### config.mk
export PLATFORM = sky130hd
export DESIGN_NAME = seg_scan_driver_flat
export DESIGN_NICKNAME = d
export VERILOG_FILES = /design/src/rtl/seg_scan_driver_if.sv /design/src/rtl/seg_scan_driver.sv /design/src/flat_wrapper.sv
export SDC_FILE = /design/constraint.sdc
export NUM_CORES = 1
export LEC_CHECK = 0
export ABC_AREA = 1
export ABC_CLOCK_PERIOD_IN_PS = 2200
export CORE_ASPECT_RATIO = 1.1
export CORE_MARGIN = 5
export CORE_UTILIZATION = 50
export CTS_CLUSTER_SIZE = 20
export DETAILED_ROUTE_END_ITERATION = 7
export PLACE_DENSITY = 0.71
export SETUP_SLACK_MARGIN = 0.1
export SYNTH_ARGS = -nofsm -noshare
export SYNTH_HDL_FRONTEND = slang
export SYNTH_SLANG_ARGS = --single-unit
### constraint.sdc
create_clock -name clk -period 2.2 [get_ports clk]
set_input_delay 0.44 -clock clk [delete_from_list [all_inputs] [get_ports clk]]
set_output_delay 0.44 -clock clk [all_outputs]
set_load 0.03 [all_outputs]
### src/rtl/seg_scan_driver_if.sv
// Score-display bus between the game controller and the seven-segment scan driver.
//   inp      : packed score word, nibble k shown on digit k (digit 0 rightmost)
//   flash    : 1 = blink the whole display
//   seg      : active-low segments, [6:0]=gfedcba, [7]=dp
//   anode    : active-low digit enables, anode[k] selects digit k
//   inactive : enables for the four unused digits of the 8-digit display
interface seg_scan_driver_if;
  logic [15:0] inp;
  logic        flash;
  logic [7:0]  seg;
  logic [3:0]  anode;
  logic [3:0]  inactive;

  modport master (output inp, flash, input seg, anode, inactive);
  modport slave  (input inp, flash, output seg, anode, inactive);
endinterface

### src/rtl/seg_scan_driver.sv
// Four-digit multiplexed seven-segment driver for the two players' scores.
// The score word is latched once per scan frame, so the display never tears.
// Zero tens digits can be blanked, and the whole display can blink.
//   clk   : system clock
//   reset : synchronous, active-high
//   bus   : score word and flash in; seg/anode/inactive out (all registered)
module seg_scan_driver #(
  parameter int unsigned REFRESH_DIV = 100000,
  parameter int unsigned BLINK_DIV   = 50000000,
  parameter bit          BLANK_LZ    = 1'b1
) (
  input  logic               clk,
  input  logic               reset,
  seg_scan_driver_if.slave   bus
);

  localparam int unsigned REF_W = (REFRESH_DIV > 1) ? $clog2(REFRESH_DIV) : 1;
  localparam int unsigned BLK_W = (BLINK_DIV > 1) ? $clog2(BLINK_DIV) : 1;

  typedef enum logic {PH_ON = 1'b0, PH_OFF = 1'b1} phase_t;

  logic [REF_W-1:0] ref_cnt;
  logic [1:0]       idx;
  logic [15:0]      shadow;
  logic [BLK_W-1:0] blink_cnt;
  phase_t           phase;

  logic             ref_wrap_c;
  logic             blink_wrap_c;
  logic [3:0]       nibble_c;
  logic             blank_c;
  logic             dark_c;

  // Active-low gfedcba pattern; 10..15 show a dash.
  function automatic logic [6:0] decode(input logic [3:0] n);
    logic [6:0] s;
    case (n)
      4'd0:    s = 7'h40;
      4'd1:    s = 7'h79;
      4'd2:    s = 7'h24;
      4'd3:    s = 7'h30;
      4'd4:    s = 7'h19;
      4'd5:    s = 7'h12;
      4'd6:    s = 7'h02;
      4'd7:    s = 7'h78;
      4'd8:    s = 7'h00;
      4'd9:    s = 7'h10;
      default: s = 7'h3F;
    endcase
    return s;
  endfunction

  // Current slot's nibble, blanking and blink gating.
  always_comb begin
    nibble_c = 4'h0;
    case (idx)
      2'd0: nibble_c = shadow[3:0];
      2'd1: nibble_c = shadow[7:4];
      2'd2: nibble_c = shadow[11:8];
      2'd3: nibble_c = shadow[15:12];
      default: nibble_c = 4'h0;
    endcase
    ref_wrap_c   = (ref_cnt == REF_W'(REFRESH_DIV - 1));
    blink_wrap_c = (blink_cnt == BLK_W'(BLINK_DIV - 1));
    blank_c      = BLANK_LZ && idx[0] && (nibble_c == 4'h0);
    // Dropping flash lights the display on the very next edge, not one later.
    dark_c       = (phase == PH_OFF) && bus.flash;
  end

  // Scan counters, frame latch, blink phase and output registers.
  always_ff @(posedge clk) begin
    if (reset) begin
      ref_cnt      <= '0;
      idx          <= 2'd0;
      shadow       <= 16'h0000;
      blink_cnt    <= '0;
      phase        <= PH_ON;
      bus.seg      <= 8'hFF;
      bus.anode    <= 4'b1111;
      bus.inactive <= 4'b1111;
    end else begin
      ref_cnt <= ref_wrap_c ? '0 : ref_cnt + REF_W'(1);
      if (ref_wrap_c) begin
        idx <= idx + 2'd1;
        // Frame boundary: new score shows from the next digit-0 slot.
        if (idx == 2'd3) shadow <= bus.inp;
      end

      if (!bus.flash) begin
        blink_cnt <= '0;
        phase     <= PH_ON;
      end else if (blink_wrap_c) begin
        blink_cnt <= '0;
        phase     <= (phase == PH_ON) ? PH_OFF : PH_ON;
      end else begin
        blink_cnt <= blink_cnt + BLK_W'(1);
      end

      bus.inactive <= 4'b1111;
      if (dark_c) begin
        bus.anode <= 4'b1111;
        bus.seg   <= 8'hFF;
      end else begin
        bus.anode <= blank_c ? 4'b1111 : ~(4'b0001 << idx);
        // Decimal point separates the two players' scores.
        bus.seg   <= {(idx != 2'd2), decode(nibble_c)};
      end
    end
  end

endmodule

### src/flat_wrapper.sv
// flat-port wrapper written by rule: the top's interface ports become plain ports
module seg_scan_driver_flat 
#(
  parameter int unsigned REFRESH_DIV = 100000,
  parameter int unsigned BLINK_DIV   = 50000000,
  parameter bit          BLANK_LZ    = 1'b1
)
  (clk, reset, bus_inp, bus_flash, bus_seg, bus_anode, bus_inactive);
  seg_scan_driver_if bus_i ();
  input  logic clk;
  input  logic reset;
  input wire logic [$bits(bus_i.inp)-1:0] bus_inp;
  input wire logic [$bits(bus_i.flash)-1:0] bus_flash;
  output wire logic [$bits(bus_i.seg)-1:0] bus_seg;
  output wire logic [$bits(bus_i.anode)-1:0] bus_anode;
  output wire logic [$bits(bus_i.inactive)-1:0] bus_inactive;
  assign bus_i.inp = bus_inp;
  assign bus_i.flash = bus_flash;
  assign bus_seg = bus_i.seg;
  assign bus_anode = bus_i.anode;
  assign bus_inactive = bus_i.inactive;
  seg_scan_driver #(.REFRESH_DIV(REFRESH_DIV), .BLINK_DIV(BLINK_DIV), .BLANK_LZ(BLANK_LZ)) u_core (.clk(clk), .reset(reset), .bus(bus_i));
endmodule
==> results of run 1 <==
## critical path, cell delays in order (launching register included)
cell	delay, ns
dfxtp_1	0.39
inv_1	0.11
ha_1	0.25
inv_2	0.11
nand2_1	0.05
o21ai_0	0.18
buf_4	0.17
inv_1	0.08
ha_1	0.18
inv_1	0.05
nand3_1	0.07
nand3_1	0.11
nand3_1	0.08
## flip-flops by register name, indices dropped and copies added, names as in the netlist
signal,count
u_core.shadow,16
u_core.idx,2
u_core.phase,1
u_core.bus.anode,4
u_core.bus.seg,8
u_core.blink_cnt,26
u_core.ref_cnt,17
## layout by cell type, fill, tap and decap left out, types with 2 or more instances in the layout
master	n
a21oi_1	19
buf_4	10
bufinv_16	2
clkbuf_8	9
clkdlybuf4s50_1	30
clkinvlp_4	2
conb_1	4
dfxtp_1	73
ha_1	12
inv_1	80
inv_2	6
nand2_1	159
nand2_2	2
nand3_1	35
nand3b_1	10
nand4_1	19
nor2_1	104
nor2_2	2
nor2_4	2
nor3_1	2
o21ai_0	8
o21bai_1	2
or2_2	5
xnor2_1	7
xor2_1	10
## routing by layer
metal  wire length (µm)  global-route usage, %
met1               3710                   22.2
met4                 71                   5.22
met3                385                   4.89
met2               3780                   30.2
met5                  0                      0
## cells by family after synthesis
| logic type | count (synthesis) | synth area share, % |
|---|---|---|
| flip-flops | 74 | 37.9 |
| buffers and inverters | 101 | 10.9 |
| adder cells (fa/ha/maj) | 13 | 4.16 |
| AO/OA/AOI/OAI | 32 | 4.32 |
| AND/OR/NAND/NOR | 345 | 38.8 |
| other | 1 | 0.0960 |
| XOR/XNOR | 17 | 3.81 |
## where the power goes
part	switching, µW	internal [µW]	leakage (µW)	total (µW)
Sequential	5.91	1350	0.000600	1360
Clock	494	630	0.0000984	1120
Combinational	68.5	58.7	0.00113	127
Total	568	2040	0.00182	2610
## stage by stage
| stage | power (µW) | setup slack, ns | instance area (µm²) | hold WS (ns) | utilization (%) |
|---|---|---|---|---|---|
| floorplan | 1460 | 0.259 | 3920 | 0.418 | - |
| global placement | 1510 | 0.323 | 4330 | 0.429 | 57.2 |
| detailed placement | 1520 | 0.228 | 4330 | 0.444 | 57.2 |
| CTS | 2640 | 0.176 | 4530 | 0.458 | 60.0 |
| global route | 2710 | 0.119 | 4540 | 0.483 | 60.1 |
| finish | 2610 | 0.266 | 4540 | 0.453 | 60.1 |
## cell type report
cell class	instances	share of cell area, %
clock buffer	10	2.81
timing repair buffer	40	8.26
tap	105	2.89
sequential	74	32.6
clock inverter	5	1.76
inverter	87	7.19
multi-input combinational	411	44.4
## worst max path at each step
stage                     endpoint  slack [ns]  cells past startpoint
3_5_place_dp     u_core.bus.seg[5]        0.23                     12
2_1_floorplan    u_core.bus.seg[6]        0.26                     10
3_3_place_gp   u_core.bus.anode[3]        0.32                     10
6_report         u_core.bus.seg[5]        0.27                     12
5_1_grt          u_core.bus.seg[5]        0.12                     12
4_1_cts          u_core.bus.seg[5]        0.18                     12
## what timing repair did
action,4_1_cts,5_1_grt
setup endpoints to repair,0,11
hold buffers,0,0
gates resized for setup,0,5
==> impl_metrics.yaml, run 1 <==
clock_network:
  tritoncts: "yes"
  clockRootBuffer: "clkbuf_8"
  cts_inserted_buffers: 9
  clkSlewWorstSetupHoldPaths_ns: 0.07
  post-cts-setup-buffer-count: 0
  cts.sinks: 74
  clock_path_buffers: 2
  insertion_delay_ns: 0.35
  h-tree-depth: 3
floorplan:
  die_h_um: 103
  ios: 35
  num_rows: 33
  core-area_um2: 7560
  die_w_um: 94.3
  start_util_pct: 51.7
  dieArea_um2: 9690
sta:
  drv_slew: 0
  fmax_mhz: 517
  fin_tns_setup_ns: 0
  finClkSkew_ns: 0.00652
  rsz0062_at_grt: "false"
  period_needed_ns: 1.93
  finalHoldViolations: 0
  fin_crit_sh_pct: 87.9
  setup_viol: 0
min_path:
  hold_depth: 1
  hold-path-endpoint: "u_core.ref_cnt[0]"
  min_path_type: "register to register"
  hp-start: "u_core.ref_cnt[0]"
placed_design:
  hpwlAfterDp_um: 5840
  portBuffers: 30
  place_inst: 717
  gp_congestion: 0.836
cells_and_area:
  multiInputGateArea_um2: 2020
  num_antenna_cells: 0
  regArea_um2: 1480
  syn2layout_area_growth_pct: 16.2
  drive_gt1_share_pct: 7.66
  fill_cells: 755
  final_cell_count_no_fill: 732
  nets: 655
yosys:
  synth.most_common_cell: "nand2_1"
  yosysWarnings: 0
  synth_common_cells: "159 x nand2_1, 104 x nor2_1, 81 x inv_1"
  yosysSeqAreaShare_pct: 37.9
  synth-edff-count: 0
  netlist.area_leader.share_pct: 37.9
  syn_area_um2: 3910
  synth_largest_area_cell: "dfxtp_1"
  syn-instance-count: 583
  avgSynthCellArea_um2: 6.70
  async_reset_ff_share_pct: 0
  ys_types: 32
  synthTopCellsByArea: "dfxtp_1 38%, nand2_1 15%, nor2_1 10%, inv_1 7.8%, nand3_1 4.5%"
  synthFlopType: "dfxtp_1"
  synth_seq_cells: 74
routing:
  first_pass_iters: 5
  avgRoutedWirePerCell_um: 10.8
  drt_iter0_drc: 100
  routed_wl_um: 7940
  remaining_drc_errors: 0
  viasPerCell: 4.73
  vias: 3466
  antenna_left: 0
grt:
  overflow: 0
  grt_pass1_wl_um: 14000
  grt_max_degree: 27
  antenna_found_initial: 0
  grt_pass1_vias: 3218
  grt.total_usage_pct: 17.8
status:
  status: "completed"
critical_path:
  rr_startpoint: "u_core.idx[1]"
  end_kind: "register"
  critPathLaunch: "u_core.idx[1]"
  startpoint_type: "register"
  worst_ep_arrival_time_ns: 2.16
  worstSetupPathType: "register to register"
  r2r_cells: 12
  r2r_slack_ns: 0.27
  path_max_fanout: 5
  critPathRequiredTime_ns: 2.42
  worst_r2r_endpoint: "u_core.bus.seg[5]"
power_and_ir_drop:
  p_leak_uw: 0.00182
  powerDensity_nw_per_um2: 574
  ir_worst_vdd_uv: 386
job:
  max-cap-violations: 0
(Power assumes the default switching activity.)
==> inputs of run 2 (changes only) <==
--- a/config.mk
+++ b/config.mk
@@ -10,6 +10,7 @@
 export CORE_ASPECT_RATIO = 1.1
 export CORE_MARGIN = 5
 export CORE_UTILIZATION = 50
+export CTS_CLUSTER_DIAMETER = 120
 export CTS_CLUSTER_SIZE = 20
 export DETAILED_ROUTE_END_ITERATION = 7
 export PLACE_DENSITY = 0.71
==> results of run 2 <==
The final DEF is identical to that of run 1; final timing and power are the same.
